`src/rtl/sb_pkg.sv`:
```
// Shared system-bus definitions: bus widths, master indices and arbiter state encoding.
package sb_pkg;

  localparam int SB_ADDR_W = 32;
  localparam int SB_DATA_W = 32;

  localparam logic SB_M0 = 1'b0;
  localparam logic SB_M1 = 1'b1;

  typedef enum logic {
    IDLE    = 1'b0,
    RD_WAIT = 1'b1
  } sb_arb_state_t;

endpackage

```
`src/rtl/sb_rr_pick.sv`:
```
// Two-way request picker. With SB_ARB_RR_EN defined, ties go to the master not granted last;
// otherwise master 0 always wins ties.
module sb_rr_pick
  import sb_pkg::*;
(
  input  logic [1:0] req_i,
`ifdef SB_ARB_RR_EN
  input  logic       last_i,
`endif
  output logic       win_o,
  output logic       valid_o
);

  always_comb begin
    valid_o = |req_i;
    win_o   = SB_M0;
    case (req_i)
      2'b10:   win_o = SB_M1;
`ifdef SB_ARB_RR_EN
      2'b11:   win_o = ~last_i;
`else
      2'b11:   win_o = SB_M0;
`endif
      default: win_o = SB_M0;
    endcase
  end

endmodule

```
`src/rtl/sb_arbiter.sv`:
```
// Two-master system-bus arbiter: picks one request, drives the shared bus and returns read data
// to the owner one cycle later. Optional round-robin tie-break via SB_ARB_RR_EN.
module sb_arbiter
  import sb_pkg::*;
#(
  parameter int ADDR_W = SB_ADDR_W,
  parameter int DATA_W = SB_DATA_W
) (
  input  logic              clk_i,
  input  logic              rst_i,

  input  logic              m0_req_i,
  input  logic              m0_we_i,
  input  logic [ADDR_W-1:0] m0_addr_i,
  input  logic [DATA_W-1:0] m0_wd_i,
  output logic              m0_gnt_o,
  output logic              m0_rvalid_o,
  output logic [DATA_W-1:0] m0_rd_o,

  input  logic              m1_req_i,
  input  logic              m1_we_i,
  input  logic [ADDR_W-1:0] m1_addr_i,
  input  logic [DATA_W-1:0] m1_wd_i,
  output logic              m1_gnt_o,
  output logic              m1_rvalid_o,
  output logic [DATA_W-1:0] m1_rd_o,

  output logic              sb_req_o,
  output logic              sb_we_o,
  output logic [ADDR_W-1:0] sb_addr_o,
  output logic [DATA_W-1:0] sb_wd_o,
  input  logic [DATA_W-1:0] sb_rd_i
);

  sb_arb_state_t state_q, state_d;
  logic          owner_q, owner_d;
  logic          win;
  logic          win_valid;

`ifdef SB_ARB_RR_EN
  logic          last_q, last_d;
`endif

  sb_rr_pick u_pick (
    .req_i   ({m1_req_i, m0_req_i}),
`ifdef SB_ARB_RR_EN
    .last_i  (last_q),
`endif
    .win_o   (win),
    .valid_o (win_valid)
  );

  // NOTE: state registers use non-blocking assignments so every flop samples pre-edge values.
  always_ff @(posedge clk_i or posedge rst_i) begin
    if (rst_i) begin
      state_q <= IDLE;
      owner_q <= SB_M0;
`ifdef SB_ARB_RR_EN
      last_q  <= SB_M1;
`endif
    end else begin
      state_q <= state_d;
      owner_q <= owner_d;
`ifdef SB_ARB_RR_EN
      last_q  <= last_d;
`endif
    end
  end

  // NOTE: every output and next-state value gets a default first, so no path can infer a latch.
  always_comb begin
    state_d     = state_q;
    owner_d     = owner_q;
`ifdef SB_ARB_RR_EN
    last_d      = last_q;
`endif
    m0_gnt_o    = 1'b0;
    m1_gnt_o    = 1'b0;
    m0_rvalid_o = 1'b0;
    m1_rvalid_o = 1'b0;
    m0_rd_o     = '0;
    m1_rd_o     = '0;
    sb_req_o    = 1'b0;
    sb_we_o     = 1'b0;
    sb_addr_o   = '0;
    sb_wd_o     = '0;

    // Outputs are forced quiet for the whole reset window, even with requests pending.
    if (!rst_i) begin
      case (state_q)
        IDLE: begin
          if (win_valid) begin
            sb_req_o  = 1'b1;
            sb_we_o   = (win == SB_M1) ? m1_we_i   : m0_we_i;
            sb_addr_o = (win == SB_M1) ? m1_addr_i : m0_addr_i;
            sb_wd_o   = (win == SB_M1) ? m1_wd_i   : m0_wd_i;
            m0_gnt_o  = (win == SB_M0);
            m1_gnt_o  = (win == SB_M1);
`ifdef SB_ARB_RR_EN
            last_d    = win;
`endif
            if (!sb_we_o) begin
              owner_d = win;
              state_d = RD_WAIT;
            end
          end
        end
        RD_WAIT: begin
          if (owner_q == SB_M1) begin
            m1_rvalid_o = 1'b1;
            m1_rd_o     = sb_rd_i;
          end else begin
            m0_rvalid_o = 1'b1;
            m0_rd_o     = sb_rd_i;
          end
          state_d = IDLE;
        end
        default: state_d = IDLE;
      endcase
    end
  end

endmodule
```
`config.mk`:
```
export PLATFORM = sky130hd
export DESIGN_NAME = sb_arbiter
export DESIGN_NICKNAME = d
export VERILOG_FILES = /design/src/rtl/sb_pkg.sv /design/src/rtl/sb_rr_pick.sv /design/src/rtl/sb_arbiter.sv
export SDC_FILE = /design/constraint.sdc
export NUM_CORES = 1
export LEC_CHECK = 0
export CORE_AREA = 5 5 115 117
export DETAILED_ROUTE_END_ITERATION = 6
export DIE_AREA = 0 0 120 122
export PLACE_DENSITY = 0.53
export SLEW_MARGIN = 20
export SYNTH_ARGS = -nofsm -noshare
export SYNTH_HDL_FRONTEND = slang
export SYNTH_SLANG_ARGS = --single-unit
export TNS_END_PERCENT = 20
```
`constraint.sdc`:
```
create_clock -name clk_i -period 2.3 [get_ports clk_i]
set_input_delay 0.46 -clock clk_i [delete_from_list [all_inputs] [get_ports clk_i]]
set_output_delay 0.46 -clock clk_i [all_outputs]
set_load 0.02 [all_outputs]
```
==> results of run 1 <==
-- final timing paths --
kind / start / endpoint / slack, ps / depth (start not counted)
max in group asynchronous: rst_i / state_q$_DFFE_PP0N_ / 1900 / 3
min in group clk_i: owner_q$_DFFE_PP0P_ / owner_q$_DFFE_PP0P_ / 630 / 2
worst max register to register: state_q$_DFFE_PP0N_ / owner_q$_DFFE_PP0P_ / 1170 / 3
worst min-delay path: rst_i / state_q$_DFFE_PP0N_ / 270 / 3
worst min register to register: owner_q$_DFFE_PP0P_ / owner_q$_DFFE_PP0P_ / 630 / 2
worst max-delay path: state_q$_DFFE_PP0N_ / m0_rd_o[2] / 80 / 6
-- what timing repair did --
action                     in CTS  in global routing
cloned                          2                  3
gates resized for setup       448                 15
setup buffers                   3                  1
pin swaps                       1                  0
setup endpoints to repair     133                104
-- registers in the layout (all words and copies together), names as in the netlist --
register,count
state_q,1
owner_q,1
-- layout make-up --
| class | count | area (sq um) |
|---|---|---|
| Timing Repair Buffer | 323 | 3043 |
| Fill cell | 1268 | 7785 |
| Inverter | 1 | 3.754 |
| Clock buffer | 3 | 75.07 |
| Sequential cell | 2 | 51.30 |
| Multi-Input combinational cell | 144 | 1115 |
| Tap cell | 150 | 187.7 |
-- report_power, final --
part / internal (mW) / total, mW / switching [mW]
combinational: 0.663 / 1.22 / 0.557
sequential: 0.0439 / 0.0558 / 0.0120
clock: 0.222 / 0.268 / 0.0464
total: 0.929 / 1.54 / 0.616
-- critical path, stage by stage (launching register included) --
cell,delay [ps]
dfrtp_2,400
buf_6,140
nor3b_4,290
buf_12,160
clkbuf_16,160
and2_1,120
clkdlybuf4s15_2,260
-- routing by layer --
| layer | global-route usage [%] | share of wire, % | wire length (um) |
|---|---|---|---|
| met4 | 2.649 | 1.0 | 113 |
| met5 | 0 | 0 | 0 |
| met1 | 13.87 | 36 | 3943 |
| met3 | 4.921 | 11 | 1139 |
| met2 | 23.78 | 52 | 5633 |
-- layout by cell type, fill, tap and decap left out, types with 2 or more instances in the layout --
| cell type | netlist | routed |
|---|---|---|
| a22o_1 | 64 | 64 |
| and2_1 | 64 | 64 |
| buf_12 | 0 | 6 |
| buf_2 | 6 | 62 |
| buf_4 | 7 | 9 |
| buf_6 | 5 | 9 |
| clkbuf_16 | 0 | 6 |
| clkbuf_2 | 0 | 6 |
| clkdlybuf4s15_1 | 0 | 10 |
| clkdlybuf4s15_2 | 0 | 49 |
| clkdlybuf4s50_1 | 0 | 162 |
| dlygate4sd2_1 | 0 | 6 |
| nor3b_4 | 0 | 2 |
-- logic make-up after synthesis --
group / after synthesis
and+or+nand+nor: 75
DFF: 2
xor gates and xnor gates: 1
buffers and inverters: 23
AOI/OAI and AO/OA: 68
==> metrics.csv, run 1 <==
metric,value,unit
cp.arrival,1760,ps
synth_nets,335,
placed_cells,611,
grt_pass1_wl,15030,um
firstDrtPassIters,4,
clkLatencyLatePin,230,ps
fin_crit_sh,96.65,%
yosys_warnings,0,
fin_tns_setup,0,ps
synthTopCellsByCount,"a22o_1, and2_1, buf_4, buf_2, buf_6",
leakage,1.992,nW
synth_fa_ha_area_share,0,%
initial_core_util,10.68,%
ys_seq_area_share,3.820,%
synth_top_family_by_area,compound AO/OA/AOI/OAI gates,
via_per_inst,4.117,
syn_area,1310,sq um
grt_usage,12.83,%
tightest_slew,272.9,ps
setup_slack,76.98,ps
clock_skew,2.807,ps
crit_required,1840,ps
ant_nets,0,
overflow,0,
clk_path_buf_depth,2,
h-tree-depth,1,
synth_cell_types,23,
area_growth_syn_to_layout,241.6,%
placementRows,41,
cp_max_fo,16,
drtIter0Drc,75,
pin_count,300,
cts_tree,yes,
fin_cells,623,
hold_buffers,0,
relSlewSlack,81.78,%
finalPower,1.544,mW
drv_slew,0,
gp_congestion,0.8444,
die_y,122,um
path_clk_slew,30,ps
vias,2565,
post_synth_xor_area_fraction,0.6686,%
wl,10830,um
yosys.area_share.simple,38.20,%
hp-class,in2async,
timing.final.crit_period,2223,ps
start_kind,flip-flop,
die_area,14640,sq um
synth_edf_count,0,
finalHoldViolCount,0,
holdWs,274.7,ps
worst-setup-path-type,reg2out,
ys_ff_latch,2,
pwr_density_cell,345.1,nW/um^2
postLayoutCoreUtil,36.50,%
synth_mux_area_share,0,%
yosys.area.top_type,a22o_1,
place_ws,-604.9,ps
clockRootBuffer,clkbuf_16,
irDropWorstVdd,246.4,uV
synth_top_area_share,42.79,%
antenna_found_initial,0,
grt_max_degree,46,
diodes,0,
fmax,449.8,MHz
clock_sinks,2,
ys_top_cells_by_area,"a22o_1, and2_1, buf_6",
io_buffers,299,
drcViolationCount,0,
syn-instance-count,169,
avgSynthCellArea,7.752,sq um
cts_buffers,3,
dpl_cell_area,4503,sq um
ys.flop_type,dfrtp_1,
async_flop_share,100.0,%
synth_compound_area_share,45.27,%
grt_setup_unrepaired,no,
dp_hpwl,8624,um
setup_viol,0,
wire_per_inst,17.38,um
finalInstanceArea,4476,sq um
core_area,12260,sq um
status,"finished, final reports clean",
first_global_vias,2643,
drv_cap,0,
die_w,120,um
final_layout_size_suffix_gt1_share,31.92,%
crit_path_end_kind,primary output,
fin_nets,641,
No activity file was read; power rests on OpenSTA's default activity.
==> inputs of run 2 (changes only) <==
CTS_BUF_LIST = sky130_fd_sc_hd__clkbuf_16   (was not set)
==> results of run 2 <==
The final DEF is identical to that of run 1; final timing and power are the same.
